===== src/rtl/ccff_chain_loader.sv =====
// ccff_chain_loader
// Writer side of a tile configuration chain. Bitstream words arrive on a
// valid/ready port and are serialised LSB-first onto ccff_head. The chain is
// then rotated once (tail fed back into head). A CRC-16 of the loaded bits is
// compared with a CRC-16 of the bits seen at the tail during that rotation.
// After the rotation the chain holds the same contents it had after loading.
module ccff_chain_loader #(
    parameter int CHAIN_LEN = 20,
    parameter int WORD_W    = 8
) (
    input  logic              prog_clk,
    input  logic              pReset,
    input  logic              start,
    input  logic              abort,
    input  logic [WORD_W-1:0] s_data,
    input  logic              s_valid,
    output logic              s_ready,
    output logic              ccff_head,
    input  logic              ccff_tail,
    output logic              ccff_shift_en,
    output logic              busy,
    output logic              done,
    output logic              pass
);

    // Word and bit bookkeeping derived from the chain geometry.
    localparam int WORDS     = (CHAIN_LEN + WORD_W - 1) / WORD_W;
    localparam int REM_BITS  = CHAIN_LEN % WORD_W;
    localparam int LAST_BITS = (REM_BITS == 0) ? WORD_W : REM_BITS;
    localparam int BCW       = $clog2(CHAIN_LEN + 1);
    localparam int WCW       = $clog2(WORDS + 1);
    localparam int NCW       = $clog2(WORD_W + 1);

    localparam logic [BCW-1:0] BIT_LAST   = BCW'(CHAIN_LEN - 1);
    localparam logic [BCW-1:0] BIT_ONE    = BCW'(1);
    localparam logic [WCW-1:0] WORD_LAST  = WCW'(WORDS - 1);
    localparam logic [WCW-1:0] WORD_ALL   = WCW'(WORDS);
    localparam logic [WCW-1:0] WORD_ONE   = WCW'(1);
    localparam logic [NCW-1:0] CNT_FULL   = NCW'(WORD_W);
    localparam logic [NCW-1:0] CNT_LAST   = NCW'(LAST_BITS);
    localparam logic [NCW-1:0] CNT_ONE    = NCW'(1);
    localparam logic [15:0]    CRC_INIT   = 16'hFFFF;
    localparam logic [15:0]    CRC_POLY   = 16'h1021;

    typedef enum logic [1:0] {
        ST_IDLE   = 2'd0,
        ST_LOAD   = 2'd1,
        ST_VERIFY = 2'd2,
        ST_DONE   = 2'd3
    } state_t;

    // Serial CRC-16 step, MSB-first, no reflection.
    function automatic logic [15:0] crc16_step(input logic [15:0] crc, input logic din);
        logic fb;
        fb = crc[15] ^ din;
        crc16_step = {crc[14:0], 1'b0} ^ (fb ? CRC_POLY : 16'h0000);
    endfunction

    state_t           r_state;
    logic             r_busy;
    logic             r_done;
    logic             r_pass;
    logic             r_armed;
    logic [WORD_W-1:0] r_buf;
    logic [NCW-1:0]   r_buf_cnt;
    logic [WCW-1:0]   r_word_cnt;
    logic [BCW-1:0]   r_bit_cnt;
    logic [15:0]      r_crc_load;
    logic [15:0]      r_crc_chk;
    logic             r_head_last;

    logic             w_load_shift;
    logic             w_verify_shift;
    logic             w_words_left;
    logic             w_buf_draining;
    logic             w_accept;
    logic             w_start_ok;
    logic             w_last_bit;
    logic [15:0]      w_crc_chk_next;

    // Handshake, shift enable and serial head are combinational so that a word
    // accepted at the end of one cycle starts shifting in the very next cycle,
    // and so that the tail is fed straight back to the head while verifying.
    assign w_load_shift   = (r_state == ST_LOAD) && (r_buf_cnt != '0);
    assign w_verify_shift = (r_state == ST_VERIFY);
    assign w_words_left   = (r_word_cnt != WORD_ALL);
    assign w_buf_draining = (r_buf_cnt == '0) || (r_buf_cnt == CNT_ONE);
    assign s_ready        = (r_state == ST_LOAD) && w_buf_draining && w_words_left;
    assign w_accept       = s_valid && s_ready;
    // start is only honoured once a clock edge has been seen after reset release.
    assign w_start_ok     = (r_state == ST_IDLE) && start && !abort && r_armed;
    assign w_last_bit     = (r_bit_cnt == BIT_LAST);
    assign w_crc_chk_next = crc16_step(r_crc_chk, ccff_tail);

    assign ccff_shift_en  = w_load_shift || w_verify_shift;
    assign ccff_head      = w_verify_shift ? ccff_tail :
                            (w_load_shift  ? r_buf[0]  : r_head_last);

    assign busy = r_busy;
    assign done = r_done;
    assign pass = r_pass;

    // Arm start acceptance one edge after reset is released.
    always_ff @(posedge prog_clk or negedge pReset) begin
        if (!pReset) begin
            r_armed <= 1'b0;
        end else begin
            r_armed <= 1'b1;
        end
    end

    // Control FSM with registered busy/done/pass.
    always_ff @(posedge prog_clk or negedge pReset) begin
        if (!pReset) begin
            r_state <= ST_IDLE;
            r_busy  <= 1'b0;
            r_done  <= 1'b0;
            r_pass  <= 1'b0;
        end else if (abort) begin
            r_state <= ST_IDLE;
            r_busy  <= 1'b0;
            r_done  <= 1'b0;
            if (r_state != ST_IDLE) begin
                r_pass <= 1'b0;
            end
        end else begin
            case (r_state)
                ST_IDLE: begin
                    r_done <= 1'b0;
                    if (w_start_ok) begin
                        r_state <= ST_LOAD;
                        r_busy  <= 1'b1;
                        r_pass  <= 1'b0;
                    end
                end
                ST_LOAD: begin
                    if (w_load_shift && w_last_bit) begin
                        r_state <= ST_VERIFY;
                    end
                end
                ST_VERIFY: begin
                    if (w_last_bit) begin
                        r_state <= ST_DONE;
                        r_done  <= 1'b1;
                        r_pass  <= (w_crc_chk_next == r_crc_load);
                    end
                end
                ST_DONE: begin
                    r_state <= ST_IDLE;
                    r_busy  <= 1'b0;
                    r_done  <= 1'b0;
                end
                default: begin
                    r_state <= ST_IDLE;
                    r_busy  <= 1'b0;
                    r_done  <= 1'b0;
                end
            endcase
        end
    end

    // Word buffer: load on handshake (only the used bits of the final word
    // are counted), otherwise shift right one bit per load shift.
    always_ff @(posedge prog_clk or negedge pReset) begin
        if (!pReset) begin
            r_buf     <= '0;
            r_buf_cnt <= '0;
        end else if (abort) begin
            r_buf_cnt <= '0;
        end else if (w_accept) begin
            r_buf     <= s_data;
            r_buf_cnt <= (r_word_cnt == WORD_LAST) ? CNT_LAST : CNT_FULL;
        end else if (w_load_shift) begin
            r_buf     <= r_buf >> 1;
            r_buf_cnt <= r_buf_cnt - CNT_ONE;
        end
    end

    // Count words accepted in the current load.
    always_ff @(posedge prog_clk or negedge pReset) begin
        if (!pReset) begin
            r_word_cnt <= '0;
        end else if (abort || w_start_ok) begin
            r_word_cnt <= '0;
        end else if (w_accept) begin
            r_word_cnt <= r_word_cnt + WORD_ONE;
        end
    end

    // Bit counter: cleared entering LOAD and again entering VERIFY.
    always_ff @(posedge prog_clk or negedge pReset) begin
        if (!pReset) begin
            r_bit_cnt <= '0;
        end else if (abort || w_start_ok) begin
            r_bit_cnt <= '0;
        end else if (w_load_shift || w_verify_shift) begin
            if (w_last_bit) begin
                r_bit_cnt <= '0;
            end else begin
                r_bit_cnt <= r_bit_cnt + BIT_ONE;
            end
        end
    end

    // Signatures: head bits during LOAD, tail bits during VERIFY.
    always_ff @(posedge prog_clk or negedge pReset) begin
        if (!pReset) begin
            r_crc_load <= CRC_INIT;
            r_crc_chk  <= CRC_INIT;
        end else if (w_start_ok) begin
            r_crc_load <= CRC_INIT;
            r_crc_chk  <= CRC_INIT;
        end else begin
            if (w_load_shift) begin
                r_crc_load <= crc16_step(r_crc_load, r_buf[0]);
            end
            if (w_verify_shift) begin
                r_crc_chk <= w_crc_chk_next;
            end
        end
    end

    // Remember the last bit driven so the head holds steady while stalled.
    always_ff @(posedge prog_clk or negedge pReset) begin
        if (!pReset) begin
            r_head_last <= 1'b0;
        end else if (w_load_shift || w_verify_shift) begin
            r_head_last <= ccff_head;
        end
    end

endmodule


===== config.mk =====
export PLATFORM = sky130hd
export DESIGN_NAME = ccff_chain_loader
export DESIGN_NICKNAME = d
export VERILOG_FILES = /design/src/rtl/ccff_chain_loader.sv
export SDC_FILE = /design/constraint.sdc
export NUM_CORES = 1
export LEC_CHECK = 0
export BUFFER_PORTS_ARGS = -buffer_cell sky130_fd_sc_hd__clkbuf_2
export CAP_MARGIN = 25
export CORE_MARGIN = 5
export CORE_UTILIZATION = 54
export DETAILED_ROUTE_END_ITERATION = 8
export HOLD_SLACK_MARGIN = 0.1
export PLACE_DENSITY_LB_ADDON = 0.1
export SYNTH_ARGS = -nofsm -noshare
export SYNTH_HDL_FRONTEND = slang
export SYNTH_SLANG_ARGS = --single-unit
export TNS_END_PERCENT = 5

===== constraint.sdc =====
create_clock -name prog_clk -period 1.79 [get_ports prog_clk]
set_input_delay 0 -clock prog_clk [delete_from_list [all_inputs] [get_ports prog_clk]]
set_output_delay 0 -clock prog_clk [all_outputs]
set_load 0.05 [all_outputs]

==> qor.yml <==
slew_headroom_pct: 64.0
intPower_mw: 3.74
rsz0062_at_grt: "yes"
finalSetupViolCount: 9
powerDensity_mw_per_mm2: 1550
antenna-diode-count: 0
maxCapViolCount: 0
cp.arrival_ns: 1.93
outcome: "complete, but fails checks"
antenna_found_initial: 0
hold_path_class: "input pin to async pin"
swShare_pct: 37.7
power_switching_mw: 2.26
worst_slack_ns: -0.143
endpoint_kind: "primary output"
whs_ns: 0.187
use_met2_pct: 30.5
yosysTopAreaCell: "dfstp_2"
cts_root_buf: "clkbuf_8"
cts_buffers: 9
overflow: 0
skew_ns: 0.00736
drc: 0
synth_top_cell_area_share_pct: 27.7
ys_seq_area_share_pct: 49.1
hold_viol: 0
die_height_um: 85.0
fill_cells: 426
pwr-share-clk_pct: 17.5
routabilityCongestion: 0.802
track_usage_pct: 19.2
dr_total_vias: 2381
totalWireLength_um: 6610
share_seq_of_total_power_pct: 37.4
synth_edf_count: 0
worst_pin_slew_ns: 0.537
clock_latency_ns: 0.34
core-area_mm2: 0.00547
synth_area_mm2: 0.00304
total_power_mw: 6.00
ios: 20
vias_per_cell: 5.36
htree_levels: 3
ant_nets: 0
fin_crit_sh_pct: 108
synth-seq-cells: 58
layout_min_cycle_time_ns: 1.93
cts.clk_slew.worst_paths_ns: 0.07
cts_sinks: 58
met1_usage_pct: 24.7
worstPathRequired_ns: 1.79
vdd_drop_max_mv: 1.06
rows: 27
cts_tree: "yes"
first_pass_iters: 4
final_cells: 444
die_x_um: 85.0
synthArstFlopShare_pct: 100
drt-initial-drc-count: 103
routedWlPerCell_um: 14.9
grt_max_degree: 59
grtUsageMet3_pct: 4.17
numPlacedInstances: 409
start_util_pct: 55.5
max_freq_mhz: 517
final_max_slew_viol_count: 0
power_leakage_nw: 1.64
fin_util_pct: 70.9
criticalPathCategory: "register to primary output"
crit_fanout: 3
die_area_mm2: 0.00723
drive_gt1_share_pct: 34.4
p_comb_share_pct: 45.1
cp-start-kind: "register"
synth.avg_cell_area_um2: 10.0
grt_pass1_vias: 2309
grt_first_pass_wirelength_um: 11000
yosysWarnings: 0
yosysUniqueCellTypes: 47
area_delta_synth_final_pct: 27.6
synthFlopType: "dfstp_2"
dpl.hpwl_um: 4370
cts_buffer_depth: 2
syn_inst: 304
layout.nets: 391
syn-num-nets: 328
io_buffers: 19
violations: "setup timing"
synthTopCellsByArea: "dfstp_2 28%, dfrtp_1 21%, nand2_1 7.4%, mux2i_1 4.9%, xor2_1 4.3%"
grt-busiest-layer: "met2"
[what timing repair did]
item / 4_1_cts / 5_1_grt
setup buffers: 4 / 2
endpoints found under the hold margin: 73 / 0
endpoints found under the setup margin: 11 / 23
hold buffers: 13 / 0
gates resized for setup: 21 / 12
pin swaps: 6 / 7
[cell usage in the layout (no fill, tap or decap), types with 7 or more instances in the layout]
cell type	synthesis	final
nand2_1	60	59
dfstp_2	32	32
dfrtp_1	26	26
buf_4	2	26
nand3_1	19	19
clkbuf_2	0	16
nor2_1	15	15
xor2_1	15	15
mux2i_1	15	14
dlygate4sd3_1	0	13
inv_1	14	10
xnor2_1	10	10
clkbuf_8	0	10
o22ai_1	8	8
o21ai_0	8	7
a21oi_1	8	7
ha_1	10	7
[metrics by stage]
stage / setup TNS (ns) / setup slack, ns / instance area, µm²
6_report: -0.589 / -0.143 / 3880
2_1_floorplan: -0.317 / -0.100 / 3040
3_5_place_dp: -0.200 / -0.0782 / 3390
3_3_place_gp: -0.0352 / -0.0302 / 3390
4_1_cts: -0.455 / -0.201 / 3810
5_1_grt: -1.36 / -0.197 / 3880
[Yosys cell counts, drive strengths merged, types with 2 or more instances]
cell	n
a211oi	2
a21bo	2
a21oi	10
a2bb2oi	7
buf	4
clkbuf	8
dfrtp	26
dfstp	32
ha	10
inv	14
mux2	2
mux2i	15
nand2	60
nand3	20
nor2	16
nor2b	2
nor3	5
nor4	4
o211ai	2
o21ai	8
o22ai	8
or2	2
or3	2
xnor2	10
xor2	15
[worst paths after layout]
check / slack [ns] / cells after the start / startpoint / end
hold / removal: 0.19 / 3 / pReset / r_buf[5]$_DFFE_PN0P_
hold reg to reg: 0.49 / 2 / r_crc_load[3]$_DFFE_PN1P_ / r_crc_load[4]$_DFFE_PN1P_
max in group asynchronous: 1.28 / 3 / pReset / r_crc_load[2]$_DFFE_PN1P_
setup / recovery: -0.14 / 7 / r_buf_cnt[0]$_DFFE_PN0P_ / ccff_head
min in group prog_clk: 0.47 / 4 / s_data[7] / r_buf[7]$_DFFE_PN0P_
setup reg to reg: -0.08 / 6 / r_buf_cnt[0]$_DFFE_PN0P_ / r_buf[6]$_DFFE_PN0P_
[per-layer routing]
| metal | vias up | share of wire, % |
|---|---|---|
| met5 | - | 0 |
| met2 | 39 | 49 |
| li1 | 1170 | - |
| met4 | 0 | 3.2 |
| met3 | 16 | 3.2 |
| met1 | 1156 | 45 |
[sequential cells by signal, summed over array words and instances (netlist names)]
| name | count |
|---|---|
| r_buf | 8 |
| pass | 1 |
| r_crc_chk | 16 |
| r_bit_cnt | 5 |
| r_armed | 1 |
| r_state | 2 |
| r_head_last | 1 |
| r_buf_cnt | 4 |
| done | 1 |
| busy | 1 |
| r_crc_load | 16 |
| r_word_cnt | 2 |
[cell families after synthesis]
| logic type | Yosys count | share of synthesized area, % |
|---|---|---|
| other | 1 | 0.123 |
| buffers and inverters | 26 | 3.54 |
| flip-flops | 58 | 49.1 |
| AO/OA/AOI/OAI | 47 | 11.3 |
| AND/OR/NAND/NOR | 120 | 19.0 |
| XOR/XNOR | 25 | 7.20 |
| adder cells (fa/ha/maj) | 10 | 4.12 |
| multiplexers | 17 | 5.68 |
[power by group through the flow]
stage,Combinational [mW],Sequential (mW),Clock (mW)
floorplan,1.69,2.18,0
CTS,2.59,2.23,1.08
finish,2.71,2.24,1.05
global placement,2.31,2.24,0
global route,2.97,2.30,1.16
detailed placement,2.35,2.25,0
[layout make-up]
| type | instances | area, µm² | share of cell area [%] |
|---|---|---|---|
| Tap cell | 72 | 90.1 | 2.32 |
| Timing Repair Buffer | 64 | 536 | 13.8 |
| Inverter | 14 | 52.6 | 1.35 |
| Sequential cell | 58 | 1490 | 38.5 |
| Clock inverter | 5 | 30.0 | 0.774 |
| Clock buffer | 11 | 141 | 3.65 |
| Multi-Input combinational cell | 220 | 1540 | 39.6 |
[critical path, stage by stage, from the launching register on]
cell and delay [ns]:
dfrtp_1 0.40, inv_2 0.09, ha_4 0.12, or3b_4 0.40
nand2_4 0.11, mux2i_4 0.23, o21ai_2 0.08, buf_8 0.15
Power figures use the tool's default switching activity.
